## config.mk

```make
export PLATFORM = sky130hd
export DESIGN_NAME = wac_adc_emu_flat
export DESIGN_NICKNAME = d
export VERILOG_FILES = /design/src/rtl/wac_adc_emu_if.sv /design/src/rtl/wac_adc_emu.sv /design/src/flat_wrapper.sv
export SDC_FILE = /design/constraint.sdc
export NUM_CORES = 1
export LEC_CHECK = 0
export ABC_AREA = 1
export BUFFER_PORTS_ARGS = -buffer_cell sky130_fd_sc_hd__clkbuf_2
export CAP_MARGIN = 20
export CORE_ASPECT_RATIO = 0.75
export CORE_MARGIN = 2
export CORE_UTILIZATION = 30
export DETAILED_ROUTE_END_ITERATION = 16
export SLEW_MARGIN = 20
export SYNTH_ARGS = -nofsm -noshare
export SYNTH_HDL_FRONTEND = slang
export SYNTH_SLANG_ARGS = --single-unit
```

## constraint.sdc

```tcl
create_clock -name clk -period 2.6 [get_ports clk]
set_clock_uncertainty 0.1 [all_clocks]
set_input_delay 0.39 -clock clk [delete_from_list [all_inputs] [get_ports clk]]
set_output_delay 0.39 -clock clk [all_outputs]
set_load 0.02 [all_outputs]
```

## src/rtl/wac_adc_emu_if.sv

```systemverilog
// Serial link between the WAC ADC controller (master) and one converter channel (slave).
interface wac_adc_emu_if;
  logic CSADC;
  logic CLKADC;
  logic SDOADC;

  modport master (output CSADC, output CLKADC, input SDOADC);
  modport slave  (input CSADC, input CLKADC, output SDOADC);
endinterface

```

## src/rtl/wac_adc_emu.sv

```systemverilog
// Behavioural WAC ADC responder: serves 12-bit samples from a FIFO as 16-bit frames on SDOADC.
// Optional macro WAC_ADC_EMU_RAMP_EN: an empty-FIFO pop supplies a 12-bit ramp instead of the last sample.
module wac_adc_emu #(
  parameter int DEPTH_LOG2 = 3,
  parameter int FRAME_BITS = 16
) (
  input  logic                  clk,
  input  logic                  rstn,
  wac_adc_emu_if.slave          adc,
  input  logic [11:0]           sampleIn,
  input  logic                  sampleStb,
  output logic [DEPTH_LOG2:0]   fifoLevel,
  output logic                  busy,
  output logic                  frameDone,
  output logic                  frameErr,
  output logic                  underrun,
  output logic                  overflow
);
  localparam int DEPTH = 1 << DEPTH_LOG2;
  localparam int LW    = DEPTH_LOG2 + 1;
  localparam int CW    = $clog2(FRAME_BITS + 1);

  typedef enum logic [1:0] {IDLE, SHIFT, DONE} state_t;

  state_t                  state, stateNxt;
  logic [2:0]              csSync, ckSync;
  logic                    csFall, csRise, ckFall;
  logic                    popEn, shEn, doneNxt, errNxt;
  logic [FRAME_BITS-1:0]   shreg;
  logic [CW-1:0]           bitCnt;
  logic [11:0]             mem [DEPTH];
  logic [DEPTH_LOG2-1:0]   wrPtr, rdPtr;
  logic                    empty, full, popHit, wrAcc;
  logic [11:0]             fallback, popData;

  // Stage [2] is the edge-detect reference behind the two synchronizer flops.
  always_ff @(posedge clk or negedge rstn) begin
    if (!rstn) begin
      csSync <= 3'b111;
      ckSync <= 3'b000;
    end else begin
      csSync <= {csSync[1:0], adc.CSADC};
      ckSync <= {ckSync[1:0], adc.CLKADC};
    end
  end

  assign csFall = csSync[2] & ~csSync[1];
  assign csRise = ~csSync[2] & csSync[1];
  assign ckFall = ckSync[2] & ~ckSync[1];

  always_ff @(posedge clk or negedge rstn) begin
    if (!rstn) state <= IDLE;
    else       state <= stateNxt;
  end

  always_comb begin
    stateNxt = state;
    popEn    = 1'b0;
    shEn     = 1'b0;
    doneNxt  = 1'b0;
    errNxt   = 1'b0;
    case (state)
      IDLE: if (csFall) begin
        popEn    = 1'b1;
        stateNxt = SHIFT;
      end
      SHIFT: begin
        shEn = ckFall;
        // A CS rise coinciding with the last fall still counts as a good frame.
        if (ckFall && bitCnt == CW'(FRAME_BITS - 1)) begin
          doneNxt  = 1'b1;
          stateNxt = csRise ? IDLE : DONE;
        end else if (csRise) begin
          errNxt   = 1'b1;
          stateNxt = IDLE;
        end
      end
      DONE: if (csRise) stateNxt = IDLE;
      default: stateNxt = IDLE;
    endcase
  end

  assign empty   = (fifoLevel == '0);
  assign full    = (fifoLevel == LW'(DEPTH));
  assign popHit  = popEn & ~empty;
  assign wrAcc   = sampleStb & (~full | popEn);
  assign popData = empty ? fallback : mem[rdPtr];

  always_ff @(posedge clk) begin
    if (wrAcc) mem[wrPtr] <= sampleIn;
  end

`ifdef WAC_ADC_EMU_RAMP_EN
  logic [11:0] ramp;
  always_ff @(posedge clk or negedge rstn) begin
    if (!rstn)              ramp <= '0;
    else if (popEn & empty) ramp <= ramp + 12'd1;
  end
  assign fallback = ramp;
`else
  logic [11:0] lastSample;
  always_ff @(posedge clk or negedge rstn) begin
    if (!rstn)       lastSample <= '0;
    else if (popHit) lastSample <= popData;
  end
  assign fallback = lastSample;
`endif

  always_ff @(posedge clk or negedge rstn) begin
    if (!rstn) begin
      fifoLevel <= '0;
      wrPtr     <= '0;
      rdPtr     <= '0;
      shreg     <= '0;
      bitCnt    <= '0;
      frameDone <= 1'b0;
      frameErr  <= 1'b0;
      underrun  <= 1'b0;
      overflow  <= 1'b0;
    end else begin
      fifoLevel <= fifoLevel + LW'(wrAcc) - LW'(popHit);
      if (wrAcc)  wrPtr <= wrPtr + 1'b1;
      if (popHit) rdPtr <= rdPtr + 1'b1;
      if (popEn) begin
        shreg  <= {{(FRAME_BITS-12){1'b0}}, popData};
        bitCnt <= '0;
      end else if (shEn) begin
        shreg  <= shreg << 1;
        bitCnt <= bitCnt + 1'b1;
      end
      frameDone <= doneNxt;
      frameErr  <= errNxt;
      underrun  <= popEn & empty;
      overflow  <= sampleStb & ~wrAcc;
    end
  end

  assign adc.SDOADC = (state == SHIFT) & shreg[FRAME_BITS-1];
  assign busy       = (state != IDLE);
endmodule
```

## src/flat_wrapper.sv

```systemverilog
// flat-port wrapper written by rule: the top's interface ports become plain ports
module wac_adc_emu_flat 
#(
  parameter int DEPTH_LOG2 = 3,
  parameter int FRAME_BITS = 16
)
  (clk, rstn, sampleIn, sampleStb, fifoLevel, busy, frameDone, frameErr, underrun, overflow, adc_CSADC, adc_CLKADC, adc_SDOADC);
  wac_adc_emu_if adc_i ();
  input  logic clk;
  input  logic rstn;
  input  logic [11:0] sampleIn;
  input  logic sampleStb;
  output logic [DEPTH_LOG2:0] fifoLevel;
  output logic busy;
  output logic frameDone;
  output logic frameErr;
  output logic underrun;
  output logic overflow;
  input wire logic [$bits(adc_i.CSADC)-1:0] adc_CSADC;
  input wire logic [$bits(adc_i.CLKADC)-1:0] adc_CLKADC;
  output wire logic [$bits(adc_i.SDOADC)-1:0] adc_SDOADC;
  assign adc_i.CSADC = adc_CSADC;
  assign adc_i.CLKADC = adc_CLKADC;
  assign adc_SDOADC = adc_i.SDOADC;
  wac_adc_emu #(.DEPTH_LOG2(DEPTH_LOG2), .FRAME_BITS(FRAME_BITS)) u_core (.clk(clk), .rstn(rstn), .adc(adc_i), .sampleIn(sampleIn), .sampleStb(sampleStb), .fifoLevel(fifoLevel), .busy(busy), .frameDone(frameDone), .frameErr(frameErr), .underrun(underrun), .overflow(overflow));
endmodule
```

==> results by group <==
Synthesis
  • EDFF count, synth: 96
  • Complex-gate fraction of the synthesized area: 4.23%
  • Total of warnings raised by yosys: 0
  • Mapped Cells: 581
  • Seq/Total Area, Yosys: 66.8%
  • Net Count, Synth: 609
  • Asr flop ratio synth: 36.4%
  • Synth Area in Simple Gates: 20.1%
  • Adder-Cell Fraction of Synth Area: 2.27%
  • Mapped Avg Cell Area: 11.0 µm²
  • Register bit total from synthesis: 151
  • Yosys cell types: 36
  • Combinational family with the most area after synthesis: simple AND/OR/NAND/NOR gates
  • Synthesized area: 6380 µm²
  • Mux contribution to synthesized area: 0%
  • Ys flop type: edfxtp_1
  • Xor-xnor portion of the synthesized cell area: 0.686%

CTS
  • Clk_lat worst skew: 0.42 ns
  • Number of H-tree levels: 4
  • CTS Buffer Depth: 2
  • CTS root buffer: clkbuf_16
  • CTS tree: done
  • Post-CTS Setup Bufs: 0
  • CTS sink cnt: 151
  • Clock slew at reported path FFs: 0.06 ns
  • CTS buffer count: 17

Worst hold path
  • Hold crit path type: input pin to async pin

Floorplan
  • Die ar.: 22500 µm²
  • Floorplan row count: 46
  • Die X: 172 µm
  • I/O pin count: 27
  • Core ar.: 21000 µm²
  • Die Ht: 130 µm
  • Starting Density: 30.4%

Global route
  • Initial antenna violation count: 1
  • Total track usage: 13.5%
  • Vias in the first global route: 4053
  • Global-route wire length before repair: 22400 µm
  • Largest net degree at the start of global routing: 56
  • Total congestion overflow: 0

Run status
  • Status: finished, final reports clean

Critical path
  • Crit Path Max Fanout: 4
  • R2r startpoint: u_core.fifoLevel[2]
  • Slowest cell delay on critical path: 0.39 ns
  • Top delay family on crit path: adder cells
  • Reg2Reg Capture Point: u_core.fifoLevel[2]
  • Most used cell, CP: ha_1
  • Required @ worst endpoint: 2.80 ns
  • Cell at the slowest stage of the critical path: fa_1
  • Critical-path cell list: inv_1 > ha_1 > nand2_1 > inv_2 > nor2_4 > ha_1 > inv_1 > ha_1 > fa_1 > xor2_1
  • Reg2Reg Depth: 10
  • Kind of critical path: flip-flop to flip-flop
  • Reg2Reg Setup Slack: 0.35 ns
  • Crit start category: flip-flop
  • Worst endpoint data arrival time: 2.44 ns
  • CP bufs+invs: 3
  • Nature of the critical path endpoint: flip-flop

Routing
  • Post-route DRC: 0
  • DR vias: 4038
  • DR pass1 iterations: 4
  • Post-DRT Antenna Nets: 0
  • DRT Wirelength: 13600 µm
  • Post-DR vias/cell: 4.38
  • DR WL/cell: 14.8 µm
  • Initial DRC Count: 314

Power and ir drop
  • Cell area power density: 1070 nW/µm²
  • Pleak: 3.09 nW
  • Worst vdd ir: 0.000535 V
  • Overall power: 7.93 mW

Finish
  • Highest-count cells in the layout ignoring fill and taps: 142 x nand2_1, 96 x edfxtp_1, 69 x nand3_1, 56 x inv_1, 52 x dfrtp_1
  • Multi-input logic area: 1740 µm²
  • Most common cell after layout, fill and taps aside: nand2_1
  • Layout cells sized above 1: 16.4%
  • Register area: 4260 µm²
  • Synth-to-Final Area Change: 16.5%
  • Layout fillers: 2102
  • Nets: 648

STA
  • Setup TNS: 0 ns
  • Final hold violation count: 0
  • Final hold slack: 0.0116 ns
  • Slew Limit Fails: 0
  • Min cycle time layout: 2.25 ns
  • Worst-margin pin slew: 0.712 ns
  • Count of final setup violators: 0
  • RSZ-0062 raised after global routing: false
  • Crit share post-route: 86.4%
  • F_max: 445 MHz
  • Max-Slew Margin vs Limit: 52.5%

Placed design
  • Gp weighted congestion: 0.779
  • Post-DP HPWL: 8200 µm
  • Buffers on Ports: 26

Run
  • Max-Cap Viols: 0
cell type report:
type                    count  share of cell area, %
diodes                      1                 0.0336
multi-input cells         346                   23.4
well taps                 288                   4.84
clock buffers              18                   5.77
inverters                  62                   3.20
clock inverters            14                   1.82
flip-flops and latches    151                   57.3
repair buffers             42                   3.60
metrics by stage:
| step | setup WS, ns | utilization, % | area (µm²) | instances |
|---|---|---|---|---|
| 2_1_floorplan | 0.282 | - | 6380 | 581 |
| 5_1_grt | 0.250 | 35.4 | 7440 | 921 |
| 3_3_place_gp | 0.451 | 32.6 | 6850 | 887 |
| 4_1_cts | 0.353 | 35.4 | 7440 | 921 |
| 3_5_place_dp | 0.374 | 32.6 | 6850 | 887 |
| 6_report | 0.353 | 35.4 | 7440 | 922 |
synth_stat cells (5+ instances only):
master	number	area [µm²]
nor2_1	40	150
nand2_1	142	533
ha_1	10	125
buf_2	9	45.0
nand3_1	69	345
o21ai_1	5	25.0
o21ai_0	27	135
dfrtp_1	52	1300
buf_4	6	45.0
nand3_2	7	70.1
inv_1	56	210
o211ai_1	5	37.5
edfxtp_1	96	2880
cell families (layout without fill, tap and decap cells):
| family | after synthesis | count (layout) |
|---|---|---|
| DFF | 151 | 151 |
| buffers and inverters | 84 | 136 |
| adders and majority gates | 11 | 11 |
| other | 0 | 1 |
| and+or+nand+nor | 282 | 282 |
| AOI/OAI and AO/OA | 48 | 48 |
| xor gates and xnor gates | 5 | 5 |
registers in the layout, summed over array words and instances, names as in the netlist, 2 cells and up:
register / count
u_core.bitCnt: 5
u_core.fallback: 12
u_core.shreg: 16
u_core.state: 2
u_core.csSync: 3
u_core.rdPtr: 3
u_core.mem: 96
u_core.ckSync: 3
u_core.wrPtr: 3
u_core.fifoLevel: 4
what timing repair did:
action                    CTS  global route
hold buffers                2             0
resized for setup           0             0
hold endpoints to repair    2             0
power breakdown:
part | internal, mW | leakage, nW | switching (mW)
clock | 1.40 | 0.268 | 0.943
sequential | 3.09 | 1.55 | 0.226
combinational | 0.748 | 1.27 | 1.53
per-layer routing:
| metal | track usage, % | vias up | wire [µm] |
|---|---|---|---|
| met5 | 0 | - | 0 |
| li1 | - | 2010 | - |
| met3 | 4.16 | 6 | 877 |
| met2 | 19.5 | 99 | 5940 |
| met4 | 4.25 | 0 | 97 |
| met1 | 19.4 | 1923 | 6690 |
how the worst max path moves through the flow:
stage	from	to	slack [ns]	depth (start not counted)
floorplan	u_core.fifoLevel[2]	u_core.fifoLevel[2]	0.28	11
CTS	u_core.fifoLevel[2]	u_core.fifoLevel[2]	0.35	10
global route	u_core.fifoLevel[2]	u_core.fifoLevel[2]	0.25	10
detailed placement	u_core.fifoLevel[2]	u_core.fifoLevel[2]	0.37	10
finish	u_core.fifoLevel[2]	u_core.fifoLevel[2]	0.35	10
global placement	u_core.fifoLevel[2]	u_core.fifoLevel[2]	0.45	10
Note: power is estimated with default switching activity, not from simulation.
